--- src/rtl/axil_reg_master_pkg.sv ---
// Shared definitions for the AXI-Lite register master: FSM encoding,
// AXI response codes and fixed widths.
package axil_reg_master_pkg;

    localparam int DATA_W = 32;
    localparam int STRB_W = DATA_W / 8;
    localparam int RESP_W = 2;
    localparam int ERR_W  = 16;

    localparam logic [ERR_W-1:0]  ERR_MAX     = '1;

    localparam logic [RESP_W-1:0] RESP_OKAY   = 2'b00;
    localparam logic [RESP_W-1:0] RESP_EXOKAY = 2'b01;
    localparam logic [RESP_W-1:0] RESP_SLVERR = 2'b10;
    localparam logic [RESP_W-1:0] RESP_DECERR = 2'b11;

    typedef enum logic [2:0] {
        ST_IDLE    = 3'd0,
        ST_WR_REQ  = 3'd1,
        ST_WR_RESP = 3'd2,
        ST_RD_REQ  = 3'd3,
        ST_RD_RESP = 3'd4,
        ST_DONE    = 3'd5
    } state_e;

endpackage

--- src/rtl/axil_reg_master.sv ---
// Single-outstanding AXI-Lite master turning a simple command/response
// handshake into register reads and writes.
//
// state   | meaning
// IDLE    | waiting for a command, cmd_ready high
// WR_REQ  | AW and W offered, each dropped once its own handshake completes
// WR_RESP | BREADY high, waiting for the write response
// RD_REQ  | AR offered until ARREADY
// RD_RESP | RREADY high, waiting for read data
// DONE    | rsp_valid held with stable fields until rsp_ready
module axil_reg_master
    import axil_reg_master_pkg::*;
#(
    parameter int          C_M_AXI_DATA_WIDTH = 32,
    parameter int          C_M_AXI_ADDR_WIDTH = 12,
    parameter logic [31:0] C_BASE_ADDRESS     = 32'h0000_0000
) (
    input  logic                            clk,
    input  logic                            reset,

    input  logic                            cmd_valid,
    output logic                            cmd_ready,
    input  logic                            cmd_write,
    input  logic [C_M_AXI_ADDR_WIDTH-1:0]   cmd_addr,
    input  logic [C_M_AXI_DATA_WIDTH-1:0]   cmd_wdata,
    input  logic [C_M_AXI_DATA_WIDTH/8-1:0] cmd_wstrb,

    output logic                            rsp_valid,
    input  logic                            rsp_ready,
    output logic                            rsp_write,
    output logic [C_M_AXI_DATA_WIDTH-1:0]   rsp_rdata,
    output logic [RESP_W-1:0]               rsp_resp,

    output logic [C_M_AXI_ADDR_WIDTH-1:0]   M_AXI_AWADDR,
    output logic                            M_AXI_AWVALID,
    input  logic                            M_AXI_AWREADY,
    output logic [C_M_AXI_DATA_WIDTH-1:0]   M_AXI_WDATA,
    output logic [C_M_AXI_DATA_WIDTH/8-1:0] M_AXI_WSTRB,
    output logic                            M_AXI_WVALID,
    input  logic                            M_AXI_WREADY,
    input  logic [RESP_W-1:0]               M_AXI_BRESP,
    input  logic                            M_AXI_BVALID,
    output logic                            M_AXI_BREADY,
    output logic [C_M_AXI_ADDR_WIDTH-1:0]   M_AXI_ARADDR,
    output logic                            M_AXI_ARVALID,
    input  logic                            M_AXI_ARREADY,
    input  logic [C_M_AXI_DATA_WIDTH-1:0]   M_AXI_RDATA,
    input  logic [RESP_W-1:0]               M_AXI_RRESP,
    input  logic                            M_AXI_RVALID,
    output logic                            M_AXI_RREADY,

    output logic [ERR_W-1:0]                err_count
);

    localparam logic [C_M_AXI_ADDR_WIDTH-1:0] BASE_ADDR = C_BASE_ADDRESS[C_M_AXI_ADDR_WIDTH-1:0];

    state_e                            state_q, state_d;
    logic [C_M_AXI_ADDR_WIDTH-1:0]     addr_q, addr_d;
    logic [C_M_AXI_DATA_WIDTH-1:0]     wdata_q, wdata_d;
    logic [C_M_AXI_DATA_WIDTH/8-1:0]   wstrb_q, wstrb_d;
    logic                              awvalid_q, awvalid_d;
    logic                              wvalid_q, wvalid_d;
    logic                              arvalid_q, arvalid_d;
    logic                              cmd_ready_q, cmd_ready_d;
    logic                              rsp_write_q, rsp_write_d;
    logic [C_M_AXI_DATA_WIDTH-1:0]     rsp_rdata_q, rsp_rdata_d;
    logic [RESP_W-1:0]                 rsp_resp_q, rsp_resp_d;
    logic [ERR_W-1:0]                  err_count_q, err_count_d;

    always_comb begin
        state_d     = state_q;
        addr_d      = addr_q;
        wdata_d     = wdata_q;
        wstrb_d     = wstrb_q;
        awvalid_d   = awvalid_q;
        wvalid_d    = wvalid_q;
        arvalid_d   = arvalid_q;
        rsp_write_d = rsp_write_q;
        rsp_rdata_d = rsp_rdata_q;
        rsp_resp_d  = rsp_resp_q;
        err_count_d = err_count_q;

        case (state_q)
            ST_IDLE: begin
                if (cmd_valid && cmd_ready_q) begin
                    addr_d  = cmd_addr ^ BASE_ADDR;
                    wdata_d = cmd_wdata;
                    wstrb_d = cmd_wstrb;
                    if (cmd_write) begin
                        awvalid_d = 1'b1;
                        wvalid_d  = 1'b1;
                        state_d   = ST_WR_REQ;
                    end else begin
                        arvalid_d = 1'b1;
                        state_d   = ST_RD_REQ;
                    end
                end
            end
            ST_WR_REQ: begin
                if (awvalid_q && M_AXI_AWREADY) awvalid_d = 1'b0;
                if (wvalid_q && M_AXI_WREADY)   wvalid_d  = 1'b0;
                // A channel whose valid is already low has finished its handshake.
                if ((!awvalid_q || M_AXI_AWREADY) && (!wvalid_q || M_AXI_WREADY))
                    state_d = ST_WR_RESP;
            end
            ST_WR_RESP: begin
                if (M_AXI_BVALID) begin
                    rsp_write_d = 1'b1;
                    rsp_rdata_d = '0;
                    rsp_resp_d  = M_AXI_BRESP;
                    if (M_AXI_BRESP != RESP_OKAY && err_count_q != ERR_MAX)
                        err_count_d = err_count_q + 16'd1;
                    state_d = ST_DONE;
                end
            end
            ST_RD_REQ: begin
                if (M_AXI_ARREADY) begin
                    arvalid_d = 1'b0;
                    state_d   = ST_RD_RESP;
                end
            end
            ST_RD_RESP: begin
                if (M_AXI_RVALID) begin
                    rsp_write_d = 1'b0;
                    rsp_rdata_d = M_AXI_RDATA;
                    rsp_resp_d  = M_AXI_RRESP;
                    if (M_AXI_RRESP != RESP_OKAY && err_count_q != ERR_MAX)
                        err_count_d = err_count_q + 16'd1;
                    state_d = ST_DONE;
                end
            end
            ST_DONE: begin
                if (rsp_ready) state_d = ST_IDLE;
            end
            default: state_d = ST_IDLE;
        endcase

        // Registered so it stays low through reset and rises one cycle after.
        cmd_ready_d = (state_d == ST_IDLE);
    end

    always_ff @(posedge clk) begin
        if (reset) begin
            state_q     <= ST_IDLE;
            addr_q      <= '0;
            wdata_q     <= '0;
            wstrb_q     <= '0;
            awvalid_q   <= 1'b0;
            wvalid_q    <= 1'b0;
            arvalid_q   <= 1'b0;
            cmd_ready_q <= 1'b0;
            rsp_write_q <= 1'b0;
            rsp_rdata_q <= '0;
            rsp_resp_q  <= '0;
            err_count_q <= '0;
        end else begin
            state_q     <= state_d;
            addr_q      <= addr_d;
            wdata_q     <= wdata_d;
            wstrb_q     <= wstrb_d;
            awvalid_q   <= awvalid_d;
            wvalid_q    <= wvalid_d;
            arvalid_q   <= arvalid_d;
            cmd_ready_q <= cmd_ready_d;
            rsp_write_q <= rsp_write_d;
            rsp_rdata_q <= rsp_rdata_d;
            rsp_resp_q  <= rsp_resp_d;
            err_count_q <= err_count_d;
        end
    end

    assign cmd_ready     = cmd_ready_q;
    assign rsp_valid     = (state_q == ST_DONE);
    assign rsp_write     = rsp_write_q;
    assign rsp_rdata     = rsp_rdata_q;
    assign rsp_resp      = rsp_resp_q;
    assign M_AXI_AWADDR  = addr_q;
    assign M_AXI_AWVALID = awvalid_q;
    assign M_AXI_WDATA   = wdata_q;
    assign M_AXI_WSTRB   = wstrb_q;
    assign M_AXI_WVALID  = wvalid_q;
    assign M_AXI_BREADY  = (state_q == ST_WR_RESP);
    assign M_AXI_ARADDR  = addr_q;
    assign M_AXI_ARVALID = arvalid_q;
    assign M_AXI_RREADY  = (state_q == ST_RD_RESP);
    assign err_count     = err_count_q;

endmodule

--- config.mk ---
export PLATFORM = sky130hd
export DESIGN_NAME = axil_reg_master
export DESIGN_NICKNAME = d
export VERILOG_FILES = /design/src/rtl/axil_reg_master_pkg.sv /design/src/rtl/axil_reg_master.sv
export SDC_FILE = /design/constraint.sdc
export NUM_CORES = 1
export LEC_CHECK = 0
export BUFFER_PORTS_ARGS = -buffer_cell sky130_fd_sc_hd__buf_2
export CORE_MARGIN = 3
export CORE_UTILIZATION = 41
export CTS_CLUSTER_SIZE = 28
export DETAILED_ROUTE_END_ITERATION = 8
export PLACE_DENSITY = 0.76
export SLEW_MARGIN = 20
export SYNTH_ARGS = -nofsm -noshare
export SYNTH_HDL_FRONTEND = slang
export SYNTH_SLANG_ARGS = --single-unit
--- constraint.sdc ---
create_clock -name clk -period 1.95 [get_ports clk]
set_input_delay 0.0975 -clock clk [delete_from_list [all_inputs] [get_ports clk]]
set_output_delay 0.0975 -clock clk [all_outputs]
set_load 0.1 [all_outputs]
After elaboration in Yosys (flattened, before gate mapping)
Cells that the tools add are included.
{ "classes": {"addsub": 1, "n_eq_ne": 16, "n_mux": 32, "n_reduce_logical": 23} }
{ "ops": {"columns": ["operator", "n"], "rows": [
  ["2-to-1 mux 16 bit", 4],
  ["2-to-1 mux 32 bit", 2],
  ["case mux 32 bit (2 select lines)", 1],
  ["case mux 16 bit (2 select lines)", 1],
  ["2-to-1 mux 3 bit", 6],
  ["case mux 3 bit (6 select lines)", 1],
  ["adder 16 x 1 -> 16 bit (second input constant)", 1],
  ["!= test 16 bit (second input constant)", 1],
  ["!= test 2 bit (second input constant)", 8],
  ["AND reduction 4 bit", 3],
  ["nonzero test 2 bit", 5],
  ["2-to-1 mux 1 bit", 9],
  ["case mux 1 bit (2 select lines)", 4],
  ["== test 3 x 2 -> 1 bit (second input constant)", 2],
  ["== test 3 bit (second input constant)", 2],
  ["logical AND 1 bit", 6],
  ["zero test 3 bit", 2],
  ["2-to-1 mux 2 bit", 3],
  ["AND reduction 5 bit", 1],
  ["!= test 2 x 1 -> 1 bit (second input constant)", 2],
  ["case mux 2 bit (2 select lines)", 1],
  ["== test 3 x 1 -> 1 bit (second input constant)", 1],
  ["AND reduction 3 bit", 1],
  ["zero test 1 bit", 2],
  ["2 further kinds", 3]
]} }
{ "totals": {"reg_bits": 106} }

Depth between registers and ports, before layout
{ "depth": {"depth_word": 6, "ltp_mapped": 9, "ltp_nobuf": 6} }

Worst setup path before layout
OpenSTA, ideal clock, no wires.
{ "synth_timing": {"kind": "register to register", "start": "reg state_q[1]", "end": "reg err_count_q[1] (netlist: err_count[1])", "arrival_ns": 2.750, "path_slack_ns": -0.928, "path_stages_with_launch": 9, "n_path_buf": 3, "synth_period_minus_slack_ns": 2.878, "path_cell_list": "dfxtp_1 -> buf_6 -> nor3b_2 -> a22oi_4 -> o311ai_4 -> buf_4 -> buf_4 -> mux2i_1 -> nor2_1"} }
{ "synth_between": {"elab_chain_cells": 3, "word_cells_on_any_way": 9} }
{ "synth_rtl": {"columns": ["item", "line", "text"], "rows": [
  ["start, declared", "axil_reg_master.sv:57", "state_e state_q, state_d;"],
  ["start signal, assigned", "axil_reg_master.sv:157", "state_q <= state_d;"],
  ["== test 3 x 2 -> 1 bit (*)", null, null],
  ["net M_AXI_BREADY", "axil_reg_master.sv:43", "output logic M_AXI_BREADY,"],
  ["!= test 2 x 1 -> 1 bit (no line), or another cell as far along", null, null],
  ["AND reduction 5 bit (no line)", null, null],
  ["end signal, assigned", "axil_reg_master.sv:168", "err_count_q <= err_count_d;"],
  ["end, declared", "axil_reg_master.sv:68", "logic [ERR_W-1:0] err_count_q, err_count_d;"]
]} }
Mark *: on every way through the listed nets, which the timed path passes. The rest lies on a longest branch.
A chain may end at the register's enable or synchronous reset.

Worst setup path after layout
{ "layout_timing": {"start": "reg state_q[2]", "end": "out M_AXI_RREADY"} }
{ "layout_between": {"elab_chain_cells": 1} }
{ "layout_rtl": {"columns": ["item", "line", "text"], "rows": [
  ["== test 3 bit", "axil_reg_master.sv:185", "assign M_AXI_RREADY = (state_q == ST_RD_RESP);"],
  ["end, declared", "axil_reg_master.sv:50", "output logic M_AXI_RREADY,"]
]} }
No other way between the ends.

==> reports/qor.yml <==
outcome:
  status: "completed"
floorplanning:
  initial_core_util: 0.428
  rows: 36
  die_width_um: 108
  coreArea_um2: 9910
  dieArea_um2: 11600
  die-height_um: 108
  io_pins: 212
cts:
  clock_path_buffers: 2
  cts_inserted_buffers: 9
  h-tree-depth: 3
  cts.sinks: 106
  clock_latency_ns: 0.36
  cts_root_buf: "clkbuf_8"
  clk_pin_slew_ns: 0.10
  cts_tree: "yes"
place:
  port_buffers: 211
  gp_congestion: 0.797
  post-dp-hpwl_um: 8700
  dpl-instance-area_um2: 5400
  dp.cells: 830
worst_setup_path:
  worstReg2RegEnd: "err_count[7]"
  critPathCaptureType: "output pin"
  arrival_ns: 1.74
  required_ns: 1.85
  endpoint: "M_AXI_RREADY"
  crit_chain: "nor3b_2 -> buf_6 -> buf_12"
  max_stage_delay_ns: 0.46
  worstSetupPathType: "reg -> out"
  worstPathBufferInverterCount: 2
  cp-start-kind: "flip-flop"
  path_max_fanout: 36
  crit_start: "state_q[2]"
  r2r_cells: 6
  rr_startpoint: "state_q[0]"
  critPathSlowestCell: "dfxtp_1"
  cp.depth: 3
  r2r_setup_slack_ns: 0.12
  crit_family: "buffers and inverters"
drt:
  drt-pass1-iter-count: 4
  vias_per_cell: 5.10
  antenna_left: 0
  drtIter0Drc: 401
  drc: 0
  num_vias: 4731
  totalWireLength_um: 13600
  wl_per_cell_um: 14.7
timing:
  clock.fmax_mhz: 544
  slew-limit-headroom: 0.661
  tightest_slew_ns: 0.511
  period_needed_ns: 1.84
  period_share: 0.942
  clock_skew_ns: 0.0124
  hold_slack_ns: 0.0949
  drv_slew: 0
  hold_violations: 0
  rsz0062_at_grt: "false"
  setup_viol: 0
cells_and_area:
  fin_cells: 927
  antennaDiodeCount: 0
  layout-drive-gt1-share: 0.334
  fin_nets: 884
  synthToLayoutAreaGrowth_pct: 51.4
  final_common_cell: "buf_2"
  final_cell_mix: "buf_2, nand2_1, a21oi_1"
  final_cell_area_um2: 6420
power:
  p_leak_nw: 2.84
  clkPwrFrac: 0.200
  p_switching_mw: 3.39
  p_int_mw: 3.69
  p_comb_frac: 0.445
  vdd_drop_max_uv: 610
  seq_power_share: 0.355
  switching_share: 0.479
  total_power_mw: 7.08
  p_per_area_nw_per_um2: 1100
synth:
  synth-main-ff-cell: "dfxtp_1"
  synthTopCellsByArea: "dfxtp_1, nand2_1, a21oi_1, nand3_1, buf_4"
  synth-seq-area-share: 0.500
  synth_nets: 618
  yosysTopAreaCellShare: 0.500
  synth_cells: 523
  synth_seq_cells: 106
  synth_enable_flop_cells: 0
  yosysUniqueCellTypes: 41
  async_flop_share: 0
  synth.cell_area_um2: 4240
  yosysWarnings: 0
  synth_largest_area_cell: "dfxtp_1"
  avgSynthCellArea_um2: 8.11
global_routing:
  track_usage: 0.222
  grt_pass1_vias: 4597
  antenna_found_initial: 1
  grt_max_degree: 67
  grt_pass1_wl_um: 20900
  grt_overflow: 0
hold_path:
  hold_depth: 4
  hp-class: "in -> reg"
run:
  timing.max_cap.violations: 0
## timing repair
item | CTS | global route
setup endpoints to repair | 0 | 7
endpoints found under the hold margin | 80 | 1
hold buffers | 80 | 1
buffers inserted | 0 | 0
gates resized for setup | 0 | 2
## cells in the mapped netlist, drive strengths merged, types with 7 or more instances
master and count:
nand2 140, dfxtp 106, a21oi 97, nand3 40, clkbuf 27, buf 25, nor2 11, o21ai 10
or4 9, o31ai 8, inv 7, or3 7
## layer usage
metal	wire length [µm]	global-route usage	vias to the layer above
met1	5360	0.233	2178
met5	11	0	-
li1	-	-	2293
met4	553	0.115	2
met3	1000	0.0696	59
met2	6700	0.394	199
## logic make-up (layout without fill, tap and decap cells)
group	count (synthesis)	count (layout)	synth area share
buf+inv	59	330	0.0726
mux	3	3	0.00708
flops	106	106	0.500
simple gates	223	223	0.237
compound gates	129	129	0.176
fa+ha+maj	1	1	0.00295
xor+xnor	2	2	0.00413
## stage by stage
stage          setup slack (ns)   util  TNS [ns]
4_1_cts                  0.0171  0.647         0
2_1_floorplan            -0.350      -     -4.07
6_report                  0.113  0.648         0
3_5_place_dp             0.0984  0.545         0
3_3_place_gp              0.169  0.545         0
5_1_grt                 0.00868  0.648         0
## final cells by class
cell class                      count  area, µm²
Tap cell                          133        166
Sequential cell                   106       2140
Clock buffer                       10        138
Fill cell                         831       3490
Multi-Input combinational cell    358       1840
Clock inverter                      6       72.6
Inverter                            7       26.3
Timing Repair Buffer              307       2040
## worst min-delay path by stage
stage / from / endpoint / slack, ns
2_1_floorplan: cmd_addr[0] / M_AXI_ARADDR[0] / 0.23
3_3_place_gp: cmd_wdata[0] / M_AXI_WDATA[0] / 0.34
3_5_place_dp: cmd_wdata[27] / M_AXI_WDATA[27] / 0.34
4_1_cts: cmd_wdata[28] / M_AXI_WDATA[28] / 0.009
5_1_grt: M_AXI_RVALID / rsp_write / 0.11
6_report: M_AXI_RVALID / rsp_write / 0.09
## state kept, by name, indices dropped and copies added (netlist names)
register	flops
M_AXI_ARADDR	12
M_AXI_ARVALID	1
M_AXI_AWVALID	1
M_AXI_WDATA	32
M_AXI_WSTRB	4
M_AXI_WVALID	1
cmd_ready	1
err_count	16
rsp_rdata	32
rsp_resp	2
rsp_write	1
state_q	3
## power groups by stage
| stage | combinational [mW] | sequential [mW] | clock, mW |
|---|---|---|---|
| 3_3_place_gp | 2.97 | 2.54 | 0 |
| 4_1_cts | 3.13 | 2.50 | 1.46 |
| 3_5_place_dp | 3.00 | 2.56 | 0 |
| 5_1_grt | 3.31 | 2.53 | 1.55 |
| 6_report | 3.15 | 2.51 | 1.42 |
| 2_1_floorplan | 1.17 | 3.88 | 0 |
## tightest hold or removal path, delay by kind of cell
family / cells / cell delay (ns)
buffers and inverters: 1 / 0.11
AO/OA/AOI/OAI: 1 / 0.07
AND/OR/NAND/NOR: 2 / 0.12
Note: power is estimated with default switching activity, not from simulation.
